--- src/rtl/cpu_pkg.sv ---
// cpu_pkg: shared widths, address-mode codes and operand-fetch state encoding.
package cpu_pkg;
    localparam int DATA_W = 8;
    localparam int OPC_W  = 5;
    localparam int MODE_W = 3;
    localparam logic [MODE_W-1:0] AM_IMM = 3'b000;
    localparam logic [MODE_W-1:0] AM_DIR = 3'b001;
    localparam logic [MODE_W-1:0] AM_IND = 3'b010;
    localparam logic [MODE_W-1:0] AM_IDX = 3'b011;
    localparam logic [MODE_W-1:0] AM_IMP = 3'b100;
    typedef enum logic [2:0] {S_IDLE, S_RD1, S_WT1, S_RD2, S_WT2, S_OUT} of_state_t;
endpackage

--- src/rtl/ea_calc.sv ---
// ea_calc: decodes an address mode into read count, first read address and illegal flag.
module ea_calc
    import cpu_pkg::*;
(
    input  logic [MODE_W-1:0] mode,
    input  logic [DATA_W-1:0] data,
    input  logic [DATA_W-1:0] index,
    output logic [1:0]        rd_cnt,
    output logic [DATA_W-1:0] addr,
    output logic              illegal
);
    always_comb begin
        rd_cnt  = (mode == AM_DIR || mode == AM_IDX) ? 2'd1 : (mode == AM_IND) ? 2'd2 : 2'd0;
        addr    = (mode == AM_IDX) ? data + index : data;
        illegal = mode > AM_IMP;
    end
endmodule

--- src/rtl/operand_fetch_stage.sv ---
// operand_fetch_stage: resolves the address mode into operand and effective address,
// issuing up to two data-memory reads, and hands the bundle to execute.
module operand_fetch_stage
    import cpu_pkg::*;
(
    input  logic              clk,
    input  logic              reset,
    input  logic              in_valid,
    output logic              in_ready,
    input  logic [OPC_W-1:0]  in_opcode,
    input  logic [MODE_W-1:0] in_mode,
    input  logic [DATA_W-1:0] in_data,
    input  logic [DATA_W-1:0] index_reg,
    input  logic              flush,
    output logic              mem_rd_en,
    output logic [DATA_W-1:0] mem_addr,
    input  logic [DATA_W-1:0] mem_rdata,
    output logic              ex_valid,
    input  logic              ex_ready,
    output logic [OPC_W-1:0]  ex_opcode,
    output logic [DATA_W-1:0] ex_operand,
    output logic [DATA_W-1:0] ex_ea,
    output logic              ex_illegal
);
    of_state_t         state, state_nx;
    logic [OPC_W-1:0]  opcode_q;
    logic [DATA_W-1:0] operand_q, ea_q, addr_q, first_addr;
    logic [1:0]        rd_cnt;
    logic              two_q, illegal_q, illegal_d, accept;

    ea_calc u_ea (
        .mode    (in_mode),
        .data    (in_data),
        .index   (index_reg),
        .rd_cnt  (rd_cnt),
        .addr    (first_addr),
        .illegal (illegal_d)
    );

    assign accept = state == S_IDLE && in_valid && !flush;

    always_ff @(posedge clk or negedge reset)
        if (!reset) state <= S_IDLE;
        else        state <= state_nx;

    always_comb begin
        state_nx = state;
        case (state)
            S_IDLE:  state_nx = in_valid ? (rd_cnt == 2'd0 ? S_OUT : S_RD1) : S_IDLE;
            S_RD1:   state_nx = S_WT1;
            S_WT1:   state_nx = two_q ? S_RD2 : S_OUT;
            S_RD2:   state_nx = S_WT2;
            S_WT2:   state_nx = S_OUT;
            S_OUT:   state_nx = ex_ready ? S_IDLE : S_OUT;
            default: state_nx = S_IDLE;
        endcase
        if (flush) state_nx = S_IDLE;
        in_ready   = state == S_IDLE;
        ex_valid   = state == S_OUT;
        mem_rd_en  = state == S_RD1 || state == S_RD2;
        ex_illegal = ex_valid && illegal_q;
        mem_addr   = addr_q;
        ex_opcode  = opcode_q;
        ex_operand = operand_q;
        ex_ea      = ea_q;
    end

    // For indirect mode the first read returns the effective address, which is also the second read target.
    always_ff @(posedge clk or negedge reset) begin
        if (!reset) begin
            opcode_q  <= '0;
            operand_q <= '0;
            ea_q      <= '0;
            addr_q    <= '0;
            two_q     <= 1'b0;
            illegal_q <= 1'b0;
        end else if (accept) begin
            opcode_q  <= in_opcode;
            operand_q <= in_mode == AM_IMM ? in_data : '0;
            ea_q      <= in_mode == AM_IMM ? in_data : (rd_cnt != 2'd0 ? first_addr : '0);
            two_q     <= rd_cnt == 2'd2;
            illegal_q <= illegal_d;
            if (rd_cnt != 2'd0) addr_q <= first_addr;
        end else if (!flush && state == S_WT1 && two_q) begin
            ea_q   <= mem_rdata;
            addr_q <= mem_rdata;
        end else if (!flush && (state == S_WT1 || state == S_WT2)) begin
            operand_q <= mem_rdata;
        end
    end
endmodule

--- config.mk ---
export PLATFORM = sky130hd
export DESIGN_NAME = operand_fetch_stage
export DESIGN_NICKNAME = d
export VERILOG_FILES = /design/src/rtl/cpu_pkg.sv /design/src/rtl/ea_calc.sv /design/src/rtl/operand_fetch_stage.sv
export SDC_FILE = /design/constraint.sdc
export NUM_CORES = 1
export LEC_CHECK = 0
export ABC_AREA = 1
export CORE_MARGIN = 3
export CORE_UTILIZATION = 45
export DETAILED_ROUTE_END_ITERATION = 10
export PLACE_DENSITY = 0.79
export SETUP_SLACK_MARGIN = 0.02
export SYNTH_ARGS = -nofsm -noshare
export SYNTH_HDL_FRONTEND = slang
export SYNTH_SLANG_ARGS = --single-unit
export TNS_END_PERCENT = 1
--- constraint.sdc ---
create_clock -name clk -period 3.64 [get_ports clk]
set_clock_uncertainty 0.1 [all_clocks]
set_input_delay 0.91 -clock clk [delete_from_list [all_inputs] [get_ports clk]]
set_output_delay 0.91 -clock clk [all_outputs]
set_load 0.02 [all_outputs]
==> out/results.ini, run 1 <==
[yosys]
synth_cell_type_count = 31
synth_top_area_cell = dfrtp_1
synthCells = 284
async_reset_ff_share_pct = 100
synth_seq_area_share_pct = 40.1
synth_area_leaders = dfrtp_1 40%, nand2_1 18%, nor2_1 4.6%
ys.flop_type = dfrtp_1
yosysWarnings = 0
syn-cell-area_um2 = 2120
netlist.area_leader.share_pct = 40.1
synth-seq-cells = 34
syn_area_per_cell_um2 = 7.47
yosysMostFrequentCell = nand2_1
synth-edff-count = 0
syn_nets = 329
synthTopCellsByCount = 101 x nand2_1, 34 x dfrtp_1, 26 x nor2_1

[placed_design]
io_buffers = 69
gp_congestion = 0.832
hpwlAfterDp_mm = 4.46
placedCellCount = 402
postPlaceCellArea_um2 = 2840
place_ws_ps = 742

[die]
die_w_um = 74.7
row_count = 24
die_h_um = 74.7
boundaryPins = 70
die-area_um2 = 5570
coreArea_um2 = 4440
start_util_pct = 47.7

[power_and_ir_drop]
p_per_area_nw_per_um2 = 679
ir_worst_vdd_uv = 270
p_leak_nw = 1.44

[sta]
finalSetupTns_ps = 0
hold_ws_ps = 387
relSlewSlack_pct = 65.8
setup_ws_ps = 845
rsz0062_at_grt = false
worst_slew_pin_slew_ps = 511
slew_violations = 0
setup_violations = 0
max_clock_freq_mhz = 358
timing.final.crit_share_pct = 76.8
post-route-min-period_ps = 2790
hold_viol = 0

[clock_tree]
post_cts_buffers = 0
numCtsBuffers = 5
path_clk_slew_ps = 70
cts_root_buffer = clkbuf_8
cts_hold_buf = 0
cts_tree = built
clkLatencyLatePin_ps = 280
cts.path.max_buffers = 2
ctsResizeCount = 0
h-tree-depth = 2
cts_sinks = 34

[detailed_routing]
drt-wirelength-per-cell_um = 13.6
drt-initial-drc-count = 115
antenna_left = 0
drc_errors = 0
routed_via_density = 5.13
drt_wl_total_mm = 5.60
vias = 2103
first_pass_iters = 4

[critical_path]
worst_ep_arrival_time_ps = 1780
path_common_cell = inv_1
slowest_delay_ps = 600
critical_path_class = flop to output port
path_max_fanout = 4
crit_chain = inv_1, nor3_1, inv_1, nor2_1, clkdlybuf4s50_1
cp-start-kind = flop
cp_data_required_time_ps = 2630
cp_slowest_cell = clkdlybuf4s50_1
end_kind = output port

[finish]
stdcell_count = 410
antenna_cells = 0
syn2layout_area_growth_pct = 38.8
drive_gt1_share_pct = 9.22
post-route-cell-area_um2 = 2940
fin_nets = 402

[hold_path]
hp-class = flop to flop

[global_routing]
grtUsageTotal_pct = 21.6
grt_max_degree = 35
grt_remaining_overflow = 0
grt_pass1_vias = 2035
grt_pass1_wl_mm = 9.16
antenna_found_initial = 0

[status]
status = finished, final reports clean

[job]
cap_viol_max_count = 0

==> sequential cells by signal (all words and copies together) (netlist names) <==
signal      count
state           3
ex_opcode       5
mem_addr        8
ex_operand      8
two_q           1
ex_ea           8
illegal_q       1
==> critical path: cells and delay by family (launching register included) <==
kind | cells | cell delay (ps)
buf+inv | 3 | 790
flops | 1 | 400
simple gates | 2 | 310
==> routing by layer <==
metal  track usage [%]  vias up  share of wire, %  wire length [um]
li1                  -     1051                 -                 -
met1              28.2      958                42              2360
met2              34.8       85                49              2730
met3              4.81        9               7.4               415
met4              8.89        0               1.7                94
met5                 0        -                 0                 0
==> cell type report <==
class                      instances  area [um2]
sequential                        34         851
multi-input combinational        215        1100
tap                               52        65.1
fill                             398        1500
inverter                          31         123
clock buffer                       5        68.8
timing repair buffer              70         698
clock inverter                     3        40.0
==> power breakdown <==
| part | switching, mW | leakage, nW | total, mW | internal, mW |
|---|---|---|---|---|
| clock | 0.140 | 0.0579 | 0.342 | 0.201 |
| combinational | 0.549 | 0.964 | 0.998 | 0.449 |
| sequential | 0.110 | 0.413 | 0.660 | 0.550 |
| total | 0.800 | 1.44 | 2.00 | 1.20 |
==> kinds of logic (layout without fill, tap and decap cells) <==
family                   Yosys count  in the layout  share of synthesized area, %
AO/OA/AOI/OAI                     39             39                          9.91
XOR/XNOR                           2              2                         0.826
adder cells (fa/ha/maj)            8              8                          5.07
buffers and inverters             35            109                          8.08
flip-flops                        34             34                          40.1
multiplexers                       2              2                         0.944
AND/OR/NAND/NOR                  164            164                          35.0
==> path summary, 6_finish.rpt <==
path                            depth (start not counted)             to  slack (ps)           from
worst max-delay path                                    5     ex_illegal         850       state[0]
worst min-delay path                                    2  ex_operand[0]         390  ex_operand[0]
worst max register to register                          9    mem_addr[3]        1800       state[1]
worst min register to register                          2  ex_operand[0]         390  ex_operand[0]
max in group asynchronous                               2   ex_opcode[4]        2200          reset
min in group asynchronous                               2   ex_opcode[3]         930          reset
==> per-stage QoR <==
stage / power [mW] / utilization (%)
after global placement: 1.64 / 63.8
after CTS: 2.01 / 66.2
after floorplan: 1.19 / -
after detailed placement: 1.67 / 63.8
after global routing: 2.13 / 66.2
final: 2.00 / 66.2
==> cells in the final DEF, fill, tap and decap left out, drive strengths merged <==
master         instances
clkbuf                 5
dfrtp                 34
clkdlybuf4s50         69
inv                   29
nand2                105
mux2i                  2
ha                     7
xnor2                  2
nor3                   3
or2                    3
nand4                  1
nand3                 20
a31oi                  3
o21ai                 19
a21oi                 17
clkinv                 4
bufinv                 1
nand3b                 1
nor2                  31
buf                    1
fa                     1
Power figures use the tool's default switching activity.
==> run 2: changes to the inputs <==
- CORE_UTILIZATION: 45 -> 42
- PLACE_DENSITY: 0.79 -> 0.77
- clock period: 3.64 -> 2.5 ns (I/O delays scaled with it)
==> run 2 against run 1 <==
Combinational power grew 46%; first-iteration DRC count up 40%; die area increased by 6.6%; flip-flop and latch count unchanged; sequential power rose by 44%; cell count rose by 4.9%; worst hold slack got worse by 5.2 ps; worst setup slack got worse by 650 ps; largest cell class unchanged.
==> out/results.ini, run 2 (synthesized netlist as in run 1, its figures left out) <==
[critical_path]
cp_data_required_time_ps = 1770
slowest_delay_ps = 620
end_kind = output port
r2r_start = state[1]
path_delay_family = buffers and inverters
cp-start-kind = flop
worst_ep_arrival_time_ps = 1580
startpoint = state[0]
crit_chain = inv_1, nor2_1, clkdlybuf4s50_1
path_max_fanout = 4
critical_path_class = flop to output port
cp_slowest_cell = clkdlybuf4s50_1
crit_buf_inv = 2

[finish]
antenna_cells = 0
final_cell_mix = 101 x nand2_1, 67 x clkdlybuf4s50_1, 34 x dfrtp_1
stdcell_count = 430
mostFrequentLayoutCell = nand2_1
drive_gt1_share_pct = 10.2
fin_nets = 407
syn2layout_area_growth_pct = 40.7

[detailed_routing]
routed_via_density = 4.85
drt-wirelength-per-cell_um = 12.3
drt-initial-drc-count = 161
drt_wl_total_mm = 5.28
antenna_left = 0
vias = 2084
first_pass_iters = 4
drc_errors = 0

[power_and_ir_drop]
ir_worst_vdd_uv = 350
p_per_area_nw_per_um2 = 945
p_leak_nw = 1.47

[clock_tree]
post_cts_buffers = 0
numCtsBuffers = 5
cts_hold_buf = 0
ctsResizeCount = 1
cts_sinks = 34
h-tree-depth = 2
cts_tree = built
cts_root_buffer = clkbuf_8
cts.path.max_buffers = 2
path_clk_slew_ps = 60
clkLatencyLatePin_ps = 290

[global_routing]
grt_max_degree = 35
grt_pass1_vias = 1991
grtUsageTotal_pct = 19.2
grt_pass1_wl_mm = 9.28
antenna_found_initial = 0
grt_remaining_overflow = 0

[hold_path]
hp-class = flop to flop
hp-start = ex_opcode[4]

[status]
status = finished, final reports clean

[sta]
setup_violations = 0
max_clock_freq_mhz = 434
rsz0062_at_grt = false
finalSetupTns_ps = 0
timing.final.crit_share_pct = 92.2
hold_viol = 0
worst_slew_pin_slew_ps = 429
relSlewSlack_pct = 71.4
post-route-min-period_ps = 2310
slew_violations = 0

[die]
start_util_pct = 44.0
die_h_um = 77.1
die-area_um2 = 5940
die_w_um = 77.1
coreArea_um2 = 4820
row_count = 25
boundaryPins = 70

[placed_design]
gp_congestion = 0.864
placedCellCount = 422
hpwlAfterDp_mm = 4.23
io_buffers = 69

[job]
cap_viol_max_count = 0

## run 2: path summary, 6_finish.rpt
check	end	cells past startpoint	slack, ps
min in group asynchronous	illegal_q	2	640
worst min-delay path	ex_opcode[4]	2	380
worst min register to register	ex_opcode[4]	2	380
max in group asynchronous	ex_opcode[0]	2	1340
worst max-delay path	mem_rd_en	3	190
worst max register to register	ex_ea[1]	9	680
## run 2: stage by stage
step | setup slack, ps | hold slack (ps) | total power [mW] | instance area (um2) | util (%)
2_1_floorplan | 349 | 229 | 1.74 | 2120 | -
3_3_place_gp | -47.7 | 360 | 2.39 | 2890 | 60.0
3_5_place_dp | -153 | 365 | 2.42 | 2890 | 60.0
4_1_cts | 66.0 | 383 | 2.84 | 2980 | 61.9
5_1_grt | 77.0 | 410 | 3.01 | 2980 | 61.9
6_report | 194 | 382 | 2.82 | 2980 | 61.9
## run 2: cell type report
class,count,area (um2)
Fill cell,459,1830
Multi-Input combinational cell,215,1100
Sequential cell,34,851
Timing Repair Buffer,75,737
Inverter,31,123
Clock buffer,7,86.3
Tap cell,67,83.8
Clock inverter,1,5.00
## run 2: power by group
group	switching [mW]	internal, mW	leakage (nW)
clock	0.192	0.222	0.0482
combinational	0.795	0.661	1.01
sequential	0.149	0.801	0.413
## run 2: metal layers
metal  share of wire, %  global-route usage (%)
met1                 46                    25.8
met2                 47                    31.0
met3                6.0                    3.64
met4                1.4                    6.58
met5                  0                       0
## run 2: worst reg2reg max path: cells and delay by family, from the launching register on
kind / cells / cell delay (ps)
AND/OR/NAND/NOR: 6 / 660
flip-flops: 1 / 420
AO/OA/AOI/OAI: 2 / 260
buffers and inverters: 1 / 250
==> run 3: changes to the inputs <==
- GPL_ROUTABILITY_DRIVEN: not set -> 0
==> run 3 against run 2 <==
Sequential share of layout area is the same; first-iteration DRC count up 21%; cell count unchanged; critical endpoint is now mem_addr[4]; total power shrank 0.14%; critical path depth increased by 7; non-clock buffer count is the same; clock-buffer cell count unchanged.
==> out/results.ini, run 3 (synthesized netlist as in run 1, its figures left out) <==
[status]
status = finished, final reports clean

[finish]
antenna_cells = 0
mostFrequentLayoutCell = nand2_1
fin_nets = 407
final_util_pct = 61.9
final_cell_mix = 101 x nand2_1, 67 x clkdlybuf4s50_1, 34 x dfrtp_1
post-route-cell-area_um2 = 2980
stdcell_count = 430
drive_gt1_share_pct = 10.2
syn2layout_area_growth_pct = 40.7

[clock_tree]
numCtsBuffers = 5
cts_sinks = 34
path_clk_slew_ps = 70
ctsResizeCount = 1
clkLatencyLatePin_ps = 290
post_cts_buffers = 0
cts_tree = built
cts_root_buffer = clkbuf_8
cts.path.max_buffers = 2
h-tree-depth = 2
cts_hold_buf = 0

[die]
die-area_um2 = 5940
die_h_um = 77.1
coreArea_um2 = 4820
start_util_pct = 44.0
row_count = 25
die_w_um = 77.1
boundaryPins = 70

[placed_design]
hpwlAfterDp_mm = 4.22
place_ws_ps = -88.2
postPlaceCellArea_um2 = 2890
placedCellCount = 422
io_buffers = 69

[sta]
worst_slew_pin_slew_ps = 432
setup_violations = 0
max_clock_freq_mhz = 439
post-route-min-period_ps = 2280
timing.final.crit_share_pct = 91.1
slew_violations = 0
hold_viol = 0
rsz0062_at_grt = false
setup_ws_ps = 223
relSlewSlack_pct = 71.2

[global_routing]
grt_pass1_vias = 2017
grt_max_degree = 35
grtUsageTotal_pct = 19.0
grt_pass1_wl_mm = 9.16
antenna_found_initial = 0
grt_remaining_overflow = 0

[critical_path]
reg2reg_setup_slack_ps = 730
cp_data_required_time_ps = 2620
end_kind = flop
path_max_fanout = 3
critical_path_class = primary input to flop
startpoint = in_data[0]
r2r_start = state[1]
worst_ep_arrival_time_ps = 2390
cp-start-kind = primary input

[job]
cap_viol_max_count = 0

[detailed_routing]
antenna_left = 0
vias = 2052
drc_errors = 0
drt-wirelength-per-cell_um = 12.2
first_pass_iters = 4
drt_wl_total_mm = 5.23
routed_via_density = 4.77
drt-initial-drc-count = 195

[power_and_ir_drop]
p_per_area_nw_per_um2 = 944
p_leak_nw = 1.47
ir_worst_vdd_uv = 361

[hold_path]
hp-class = flop to flop
hp-start = ex_opcode[4]

[run 3: layout make-up]
type | instances | area (um2)
multi-input combinational | 215 | 1100
sequential | 34 | 851
inverter | 31 | 123
clock inverter | 1 | 5.00
tap | 67 | 83.8
clock buffer | 7 | 86.3
timing repair buffer | 75 | 737
fill | 453 | 1830
[run 3: metrics by stage]
step                      setup TNS [ps]  hold slack [ps]  power, mW
after global routing                   0              401       3.00
after detailed placement            -212              365       2.42
after floorplan                        0              229       1.74
after CTS                              0              383       2.84
after global placement             -79.4              360       2.39
final                                  0              382       2.82
[run 3: critical path: stages]
cell	delay [ps]
clkdlybuf4s50_1	420
ha_1	230
fa_1	410
nand3_1	100
nand2_1	80
nand2_1	60
nand2_1	40
o21ai_0	210
nand2_1	80
a21oi_1	140
[run 3: metal layers]
layer / GRT usage [%] / up-vias / routed length (um)
met5: 0 / - / 0
met4: 6.41 / 0 / 77
met3: 2.93 / 6 / 292
met2: 30.9 / 71 / 2420
met1: 25.9 / 916 / 2440
li1: - / 1059 / -
[run 3: worst paths after layout]
check	endpoint	cells past startpoint
max reg2reg	ex_ea[0]	9
max in group asynchronous	ex_ea[5]	2
max	mem_addr[4]	10
min	ex_opcode[4]	2
min in group asynchronous	mem_addr[0]	2
min reg2reg	ex_opcode[4]	2
[run 3: where the power goes]
group | switching [mW] | leakage, nW | internal (mW)
logic | 0.794 | 1.01 | 0.661
clock network | 0.192 | 0.0482 | 0.222
registers | 0.147 | 0.413 | 0.801
total | 1.13 | 1.47 | 1.68
